--- src/rtl/wb2core.sv ---
// Wishbone B4 pipelined slave to core-style req/gnt/rvalid bridge; one request in flight per handshake.
// Latency: request one cycle after acceptance, response one cycle after rvalid; stalls while pending or full.
module wb2core #(
  parameter int AW             = 32,
  parameter int DW             = 32,
  parameter int MaxOutstanding = 2
) (
  input  logic            clk,
  input  logic            rst_n,
  input  logic            wb_cyc,
  input  logic            wb_stb,
  input  logic            wb_we,
  input  logic [DW/8-1:0] wb_sel,
  input  logic [AW-1:0]   wb_adr,
  input  logic [DW-1:0]   wb_dat_i,
  output logic            wb_ack,
  output logic            wb_err,
  output logic            wb_stall,
  output logic [DW-1:0]   wb_dat_o,
  output logic            core_req,
  input  logic            core_gnt,
  input  logic            core_rvalid,
  input  logic            core_err,
  output logic            core_we,
  output logic [DW/8-1:0] core_be,
  output logic [AW-1:0]   core_addr,
  output logic [DW-1:0]   core_wdata,
  input  logic [DW-1:0]   core_rdata
);
  localparam int OW = $clog2(MaxOutstanding + 1);
  localparam logic [OW-1:0] MaxOut = OW'(MaxOutstanding);

  typedef enum logic {IDLE, REQ} state_t;

  state_t            r_state, w_state_nxt;
  logic [OW-1:0]     r_out, r_stale, w_out_nxt, w_stale_nxt;
  logic              r_ack, r_err, r_we;
  logic [DW/8-1:0]   r_be;
  logic [AW-1:0]     r_addr;
  logic [DW-1:0]     r_wdata, r_dat;
  logic              w_pending, w_accept, w_grant, w_rsp, w_rsp_stale;

  assign w_pending   = (r_state == REQ);
  assign wb_stall    = w_pending | (r_out == MaxOut);
  assign w_accept    = wb_cyc & wb_stb & ~wb_stall;
  assign w_grant     = w_pending & core_gnt;
  // A response with nothing outstanding is left over from before a reset; drop it.
  assign w_rsp       = core_rvalid & (r_out != '0);
  assign w_rsp_stale = w_rsp & (r_stale != '0);

  always_comb begin
    w_state_nxt = r_state;
    case (r_state)
      IDLE:    if (w_accept) w_state_nxt = REQ;
      REQ:     if (core_gnt) w_state_nxt = IDLE;
      default: w_state_nxt = IDLE;
    endcase
  end

  always_comb begin
    w_out_nxt = r_out;
    if (w_grant && !w_rsp)
      w_out_nxt = r_out + OW'(1);
    else if (!w_grant && w_rsp)
      w_out_nxt = r_out - OW'(1);
    w_stale_nxt = r_stale - OW'(w_rsp_stale);
    // Abort: everything still in flight after this edge becomes stale.
    if (!wb_cyc)
      w_stale_nxt = w_out_nxt + OW'(w_state_nxt == REQ);
  end

  always_ff @(posedge clk or negedge rst_n) begin
    if (!rst_n) begin
      r_state <= IDLE;
      r_out   <= '0;
      r_stale <= '0;
    end else begin
      r_state <= w_state_nxt;
      r_out   <= w_out_nxt;
      r_stale <= w_stale_nxt;
    end
  end

  always_ff @(posedge clk or negedge rst_n) begin
    if (!rst_n) begin
      r_we    <= 1'b0;
      r_be    <= '0;
      r_addr  <= '0;
      r_wdata <= '0;
    end else if (w_accept) begin
      r_we    <= wb_we;
      r_be    <= wb_sel;
      r_addr  <= wb_adr;
      r_wdata <= wb_dat_i;
    end
  end

  always_ff @(posedge clk or negedge rst_n) begin
    if (!rst_n) begin
      r_ack <= 1'b0;
      r_err <= 1'b0;
      r_dat <= '0;
    end else begin
      r_ack <= w_rsp & ~w_rsp_stale & ~core_err;
      r_err <= w_rsp & ~w_rsp_stale & core_err;
      if (w_rsp && !w_rsp_stale)
        r_dat <= core_rdata;
    end
  end

  assign core_req   = w_pending;
  assign core_we    = r_we;
  assign core_be    = r_be;
  assign core_addr  = r_addr;
  assign core_wdata = r_wdata;
  assign wb_ack     = r_ack;
  assign wb_err     = r_err;
  assign wb_dat_o   = r_dat;
endmodule

--- config.mk ---
export PLATFORM = sky130hd
export DESIGN_NAME = wb2core
export DESIGN_NICKNAME = d
export VERILOG_FILES = /design/src/rtl/wb2core.sv
export SDC_FILE = /design/constraint.sdc
export NUM_CORES = 1
export LEC_CHECK = 0
export CELL_PAD_IN_SITES_DETAIL_PLACEMENT = 0
export CELL_PAD_IN_SITES_GLOBAL_PLACEMENT = 1
export CORE_UTILIZATION = 34
export CTS_CLUSTER_SIZE = 14
export DETAILED_ROUTE_END_ITERATION = 16
export PLACE_DENSITY_LB_ADDON = 0.05
export SLEW_MARGIN = 20
export SYNTH_ARGS = -nofsm -noshare
export SYNTH_HDL_FRONTEND = slang
export SYNTH_SLANG_ARGS = --single-unit
--- constraint.sdc ---
create_clock -name clk -period 2.76 [get_ports clk]
set_input_delay 0.552 -clock clk [delete_from_list [all_inputs] [get_ports clk]]
set_output_delay 0.552 -clock clk [all_outputs]
set_load 0.01 [all_outputs]
# Word-level counts from Yosys, hierarchy flattened
# Cells that the tools add are included.
# word_totals
register_bits,108
inputBits,108
output_inout_bits,105
elab_cells,42
# op_classes
n_addsub,4
n_eq_ne,1
muxes,6
bitwise_logic,13
reduce_logical,8
# op_table
cell,count
1-bit AND,8
2-bit two-way mux,3
1-bit NOT,4
2-bit nonzero test,2
1-bit logical AND,3
1-bit logical NOT,3
2-bit by 1-bit adder with 2-bit output,1
"2-bit by 1-bit adder with 2-bit output, second input constant",1
"2-bit equality test, second input constant",1
1-bit two-way mux,2
1-bit one-hot mux with 2 select lines,1
2-bit by 1-bit subtractor with 2-bit output,1
"2-bit by 1-bit subtractor with 2-bit output, second input constant",1
1-bit bitwise OR,1

# Longest topological paths before layout
# Gate-level depths: netlist of the first run.
# logic_depth
depth_word,8
mapped_depth,10
depth_no_buf,8

# Worst setup path before layout of the first run
# No wires, ideal clock.
# synth_path
path_type,register to register
start,register r_out[0]
end,register r_stale[1]
setup_ns,0.087
t_arrival_ns,1.767
t_required_ns,2.673
path_slack_ns,0.906
path_stages_with_launch,11
path_buffers,2
period_less_slack_ns,1.854
cell_sequence,dfrtp_1 inv_1 ha_1 nor2_1 and3_1 buf_4 buf_6 a21o_1 ha_1 and3b_1 a211oi_2
# synth_via
elab_chain_len,8
elab_cells_between_ends,19
classes_between,add/sub: 4; eq/ne: 1; mux: 5; bitwise: 5; reduce/logical: 4
# synth_lines
element,line,rtl
start: declaration,36,"logic [OW-1:0] r_out, r_stale, w_out_nxt, w_stale_nxt;"
start signal: assignment,79,r_out <= w_out_nxt;
2-bit equality test,44,assign wb_stall = w_pending | (r_out == MaxOut);
1-bit bitwise OR,44,
1-bit NOT,45,assign w_accept = wb_cyc & wb_stb & ~wb_stall;
1-bit AND,45,
1-bit two-way mux,54,IDLE: if (w_accept) w_state_nxt = REQ;
1-bit one-hot mux with 2 select lines,53,case (r_state)
net w_state_nxt,35,"state_t r_state, w_state_nxt;"
2-bit by 1-bit adder with 2-bit output,69,w_stale_nxt = w_out_nxt + OW'(w_state_nxt == REQ);
2-bit two-way mux,68,if (!wb_cyc)
net w_stale_nxt[1],36,
end signal: assignment,80,r_stale <= w_stale_nxt;
end: declaration,36,
# The timed path passes the listed nets, and every way through them passes these cells.
# A chain may end at the register's enable or synchronous reset.

# Final worst setup path of the first run
# layout_path
start,register r_out[0]
end,output wb_stall
# layout_via
elab_chain_len,2
# layout_lines
element,line,rtl
2-bit equality test,44,
1-bit bitwise OR,44,
end: declaration,18,"output logic wb_stall,"
# Every way passes these cells.

==> results of run 1 <==
cell type report:
cell class                      count  area share (%)
Sequential cell                   108            40.2
Inverter                            5           0.279
Timing Repair Buffer              217            32.4
Clock buffer                       15            4.13
Clock inverter                      1          0.0744
Multi-Input combinational cell    128            20.1
Tap cell                          147            2.73
per-stage QoR:
| stage | instance area, sq um | total power, mW | hold slack, ns | std cells |
|---|---|---|---|---|
| floorplan | 4210 | 4.24 | 0.256 | 253 |
| global placement | 6440 | 6.11 | 0.471 | 605 |
| detailed placement | 6440 | 6.19 | 0.478 | 605 |
| CTS | 6730 | 7.46 | 0.216 | 621 |
| global route | 6730 | 7.79 | 0.241 | 621 |
| finish | 6730 | 7.33 | 0.202 | 621 |
cells by family (layout without fill, tap and decap cells):
kind of cell,count (synthesis),count (layout)
buffers and inverters,17,238
DFF,108,108
and+or+nand+nor,12,12
adders and majority gates,4,4
muxes,101,101
xor gates and xnor gates,3,3
AOI/OAI and AO/OA,8,8
registers in the layout, indices dropped and copies added (netlist names), 2 cells and up:
signal / flops
core_be: 4
r_out: 2
core_wdata: 32
r_stale: 2
wb_dat_o: 32
core_addr: 32
power by group through the flow:
stage	registers (mW)	logic, mW	clock network, mW
6_report	2.76	3.34	1.23
5_1_grt	2.88	3.56	1.34
4_1_cts	2.78	3.39	1.28
3_5_place_dp	2.80	3.38	0
3_3_place_gp	2.77	3.34	0
2_1_floorplan	3.16	1.08	0
routing by layer:
layer | global-route usage, % | vias to the layer above | routed length (microns)
li1 | - | 1314 | -
met1 | 19.3 | 1385 | 4000
met2 | 25.6 | 114 | 4780
met3 | 4.55 | 13 | 700
met4 | 7.72 | 0 | 183
met5 | 0 | - | 0
placed cells by master (no fill, tap or decap), drive strengths merged:
cell type      count
clkinv             1
dfrtp            108
and3b              1
a21oi              2
a21boi             1
a21o               1
nor2               4
o21bai             1
o21ai              1
o2bb2ai            1
nor3               2
inv                5
a211oi             1
xnor2              3
ha                 4
nor4               1
mux2             101
nand2b             1
and3               1
buf                6
clkbuf            15
and2               1
clkdlybuf4s50    211
nand2              1
Yosys cell counts:
cell         n
a21boi_1     1
mux2_2      98
o21bai_1     1
inv_1        5
nor2_1       4
nand2_1      1
o21ai_0      1
and2_1       1
o2bb2ai_1    1
ha_1         4
and3_1       1
nor3_4       1
a21o_1       1
xnor2_1      3
nor4_1       1
nand2b_4     1
buf_6       11
nor3_1       1
mux2_1       3
and3b_1      1
a21oi_1      2
buf_4        1
dfrtp_1    108
a211oi_2     1
worst paths after layout:
path,from,slack [ns],endpoint,depth (start not counted)
worst max-delay path,r_out[0]$_DFF_PN0_,0.59,wb_stall,5
worst min-delay path,rst_n,0.20,core_wdata[17]$_DFFE_PN0P_,1
worst max register to register,r_out[1]$_DFF_PN0_,0.88,wb_dat_o[21]$_DFFE_PN0N_,6
worst min register to register,wb_dat_o[15]$_DFFE_PN0N_,0.49,wb_dat_o[15]$_DFFE_PN0N_,1
max in group asynchronous,rst_n,1.85,core_wdata[16]$_DFFE_PN0P_,2
min in group clk,wb_dat_o[15]$_DFFE_PN0N_,0.49,wb_dat_o[15]$_DFFE_PN0N_,1
worst register-to-register path, stage by stage, from the launching register on:
cell      delay (ns)
dfrtp_1         0.40
inv_1           0.09
ha_1            0.18
nand2b_4        0.18
nor3_4          0.11
buf_4           0.40
mux2_2          0.41
==> impl_metrics.csv, run 1 <==
group,metric,value,unit
worst_setup_path,cp_data_arrival_time,1.62,ns
route,dr.pass1.iters,3,
sta,worst_pin_slew,0.567,ns
logic_synthesis,synthXorXnorAreaFrac,0.625,%
layout,area_growth,59.9,%
layout,fin_util,56.0,%
die,ios,213,
logic_synthesis,synth_top_cells_by_area,"dfrtp_1 (64%), mux2_2 (26%), buf_6 (2.9%)",
die,start_util,35.0,%
power,p_int,5.21,mW
global_route,grt_pass1_vias,2993,
run,cap_violations,0,
worst_setup_path,path_max_fanout,2,
layout,antenna_cells,0,
placement,numPortBuffers,212,
die,rows,40,
global_route,grt-ovfl-total,0,
layout,fillCellCount,1043,
power,power_leakage,2.79,nW
logic_synthesis,synth_cells,253,
logic_synthesis,synthesis.nets,365,
sta,fin_ws,0.589,ns
placement,preCtsSetupSlack,0.518,ns
power,p_clk_share,16.7,%
power,vdd_ir_drop_max,0.000411,V
worst_setup_path,end_kind,"output pin",
route,drt_iter0_markers,68,
hold_path,hp-class,"input port to asynchronous set/reset pin",
logic_synthesis,synthAdderAreaFrac,1.19,%
global_route,grt_usage,15.8,%
logic_synthesis,synth_seq_area_share,64.2,%
sta,fin_skew,0.00323,ns
route,antenna_left,0,
sta,rsz0062_at_grt,"no",
logic_synthesis,synth_area,4210,sq um
clock_tree,htreeDepth,3,
route,via_per_inst,4.55,
sta,relSlewSlack,62.2,%
worst_setup_path,cp_num_buf_inv,3,
sta,period_minus_slack,2.17,ns
layout,drive_above_1_share,25.5,%
logic_synthesis,yosys_warnings,0,
clock_tree,hold_buffers,0,
logic_synthesis,yosysTopAreaCell,"dfrtp_1",
power,power.net_switching,2.12,mW
clock_tree,post_cts.repair.setup_buffers,0,
placement,gp_congestion,0.716,
clock_tree,cts_made_buffers,9,
die,die_x,113,microns
clock_tree,cts.sinks,108,
worst_setup_path,cp.required,2.21,ns
worst_setup_path,worstSetupStartpointType,"flip-flop",
sta,setup_tns,0,ns
worst_setup_path,cp_common_cell,"inv_1",
power,power_density,1090,nW/um^2
power,seq_power_share,37.7,%
die,die_h,113,microns
logic_synthesis,muxShareOfSynthArea,27.0,%
logic_synthesis,synth_top_area_share,64.2,%
layout,final_nets,581,
layout,seq_area,2700,sq um
power,p_sw_share,28.9,%
worst_setup_path,path_cells,"inv_1 > ha_1 > nor2_1 > inv_1 > clkdlybuf4s50_1",
placement,dpl.hpwl,7.14,mm
logic_synthesis,synth_top_family_by_area,"multiplexers",
outcome,status,"finished clean",
clock_tree,clkLatencyLatePin,0.33,ns
route,wl_per_cell,15.6,microns
worst_setup_path,path_class,"flip-flop to output pin",
logic_synthesis,ys_seq_elements,108,
sta,clock.fmax,461,MHz
route,routed_wl,9.66,mm
route,drc,0,
worst_setup_path,slowest_stage,"clkdlybuf4s50_1",
power,power_frac_comb,45.5,%
clock_tree,cts_resized,0,
sta,hold_viol,0,
route,routed-via-count,2826,
global_route,grt_start_max_net_pins,55,
clock_tree,cts_buffer_depth,2,
global_route,antenna_found_initial,0,
worst_setup_path,max_stage_delay,0.48,ns
die,die_area,12800,sq um
sta,setup_viol,0,
logic_synthesis,synth-compound-area-share,1.40,%
clock_tree,cts_tree,"done",
logic_synthesis,yosys.area_share.simple,1.93,%
layout,multi_input_area,1360,sq um
clock_tree,root_buffer,"clkbuf_16",
worst_setup_path,crit_family,"buffers and inverters",
sta,fin_crit_sh,78.7,%
sta,slew_violations,0,
clock_tree,path_clk_slew,0.07,ns
global_route,grt_pass1_wl,15.3,mm
die,fp.coreArea,12000,sq um
logic_synthesis,ys_types,24,
logic_synthesis,synth_area_per_cell,16.6,sq um
Power figures use the tool's default switching activity.
==> run 2: changes to the inputs <==
--- a/config.mk
+++ b/config.mk
@@ -7,7 +7,7 @@
 export LEC_CHECK = 0
 export CELL_PAD_IN_SITES_DETAIL_PLACEMENT = 0
 export CELL_PAD_IN_SITES_GLOBAL_PLACEMENT = 1
-export CORE_UTILIZATION = 34
+export CORE_UTILIZATION = 28
 export CTS_CLUSTER_SIZE = 14
 export DETAILED_ROUTE_END_ITERATION = 16
 export PLACE_DENSITY_LB_ADDON = 0.05
==> constraint.sdc (replaced) <==
create_clock -name clk -period 1.8 [get_ports clk]
set_input_delay 0.36 -clock clk [delete_from_list [all_inputs] [get_ports clk]]
set_output_delay 0.36 -clock clk [all_outputs]
set_load 0.01 [all_outputs]
==> impl_metrics.csv, run 2 (same netlist as run 1, synthesis figures left out) <==
group,metric,value,unit
clock_tree,cts_tree,"done",
worst_setup_path,max_stage_delay,0.40,ns
sta,period_minus_slack,1.71,ns
layout,seq_area,2700,sq um
worst_setup_path,critical_path_depth,7,
sta,fin_skew,0.00469,ns
route,drc,0,
hold_path,hp-class,"input port to asynchronous set/reset pin",
layout,layout_commonest_cell,"clkdlybuf4s50_1",
route,wl_per_cell,15.7,microns
global_route,grt_usage,13.9,%
power,vdd_ir_drop_max,0.000807,V
worst_setup_path,slowest_stage,"dfrtp_1",
placement,dpl.hpwl,7.68,mm
layout,antenna_cells,0,
worst_setup_path,cp.required,2.03,ns
route,antenna_left,0,
sta,relSlewSlack,82.1,%
global_route,grt_start_max_net_pins,47,
layout,final_nets,601,
worst_setup_path,cp_num_buf_inv,3,
worst_setup_path,path_class,"flip-flop to flip-flop",
power,total_power,11.5,mW
global_route,grt_pass1_vias,2981,
worst_setup_path,reg2reg_slack,0.09,ns
die,ios,213,
sta,setup_viol,0,
layout,mostFrequentLayoutCells,"clkdlybuf4s50_1 (210), dfrtp_1 (108), mux2_2 (97)",
clock_tree,path_clk_slew,0.07,ns
outcome,status,"finished clean",
global_route,antenna_found_initial,0,
layout,multi_input_area,1370,sq um
clock_tree,root_buffer,"clkbuf_16",
power,power_density,1630,nW/um^2
sta,fin_crit_sh,95.2,%
layout,drive_above_1_share,29.8,%
clock_tree,cts.sinks,108,
global_route,grt_pass1_wl,16.5,mm
route,dr.pass1.iters,3,
route,via_per_inst,4.34,
route,routed_wl,10.6,mm
sta,slew_violations,0,
worst_setup_path,end_kind,"flip-flop",
worst_setup_path,path_max_fanout,8,
die,die_area,15500,sq um
layout,area_growth,68.0,%
worst_setup_path,startpoint,"r_out[1]$_DFF_PN0_",
die,die_x,125,microns
clock_tree,cts_buffer_depth,2,
global_route,grt-ovfl-total,0,
sta,rsz0062_at_grt,"yes",
die,die_h,125,microns
worst_setup_path,cp_data_arrival_time,1.94,ns
worst_setup_path,crit_family,"flip-flops",
route,routed-via-count,2937,
clock_tree,htreeDepth,3,
sta,hold_viol,0,
run,cap_violations,0,
worst_setup_path,path_cells,"inv_2 > ha_1 > nand2b_4 > nor3_4 > buf_12 > clkbuf_16 > mux2_2",
placement,numPortBuffers,212,
clock_tree,cts_made_buffers,9,
route,drt_iter0_markers,65,
layout,fin_util,48.4,%
die,fp.coreArea,14600,sq um
sta,clock.fmax,584,MHz
worst_setup_path,reg2reg_to,"wb_dat_o[26]$_DFFE_PN0N_",
die,start_util,28.8,%
layout,fillCellCount,1328,
worst_setup_path,worstSetupStartpointType,"flip-flop",
power,power_leakage,2.93,nW
worst_setup_path,worstRegToRegCells,7,
placement,gp_congestion,0.668,
sta,setup_tns,0,ns
die,rows,44,
clock_tree,clkLatencyLatePin,0.34,ns
worst_setup_path,worstReg2RegStart,"r_out[1]$_DFF_PN0_",
sta,worst_pin_slew,0.268,ns
[run 2: cell types whose count changed in the layout (fill, tap and decap cells not counted), sizes merged]
cell	change
dlygate4sd3	+1
buf	+18
clkdlybuf4s50	-1
clkinv	+1
[run 2: final cells by class]
class                   instances  area share (%)
well taps                     184            3.26
clock inverters                 2           0.142
multi-input cells             128            19.4
inverters                       5           0.266
clock buffers                  13            3.68
repair buffers                237            35.0
flip-flops and latches        108            38.2
[run 2: metrics by stage]
step | hold WS, ns | setup WS (ns) | cell area (sq um) | std cells
CTS | 0.420 | 0.0108 | 6970 | 672
global placement | 0.254 | -0.0865 | 6680 | 656
detailed placement | 0.260 | -0.0820 | 6680 | 656
floorplan | 0.0644 | 0.00107 | 4210 | 253
global route | 0.432 | -0.00171 | 7070 | 677
finish | 0.425 | 0.0863 | 7070 | 677
[run 2: power by group]
part / switching, mW / internal, mW / leakage (nW)
sequential: 0.605 / 3.64 / 1.28
combinational: 1.89 / 3.53 / 1.51
clock: 0.851 / 1.00 / 0.135
[run 2: layer usage]
| metal | vias to the layer above | part of all wire, % | track usage, % |
|---|---|---|---|
| met5 | - | 0 | 0 |
| li1 | 1356 | - | - |
| met4 | 0 | 1.5 | 5.53 |
| met1 | 1464 | 42 | 16.9 |
| met2 | 106 | 49 | 22.3 |
| met3 | 11 | 7.5 | 5.33 |
[run 2: how the worst max path moves through the flow]
| stage | to | slack [ns] |
|---|---|---|
| after floorplan | r_stale[1]$_DFF_PN0_ | 0.001 |
| after global placement | r_stale[1]$_DFF_PN0_ | -0.09 |
| after detailed placement | r_stale[1]$_DFF_PN0_ | -0.08 |
| after CTS | wb_stall | 0.01 |
| after global routing | wb_dat_o[22]$_DFFE_PN0N_ | -0.002 |
| final | wb_dat_o[26]$_DFFE_PN0N_ | 0.09 |
[run 2: worst reg2reg max path, stage by stage (launching register included)]
cell and delay [ns]:
dfrtp_1 0.40, inv_2 0.05, ha_1 0.17, nand2b_4 0.18, nor3_4 0.16, buf_12 0.15, clkbuf_16 0.16, mux2_2 0.33
[run 2: repair_timing]
action,CTS,global route
hold buffers,1,0
endpoints found under the setup margin,1,35
endpoints found under the hold margin,13,0
buffers inserted,0,2
resized for setup,4,8
gates cloned,0,3
pin swaps,1,1
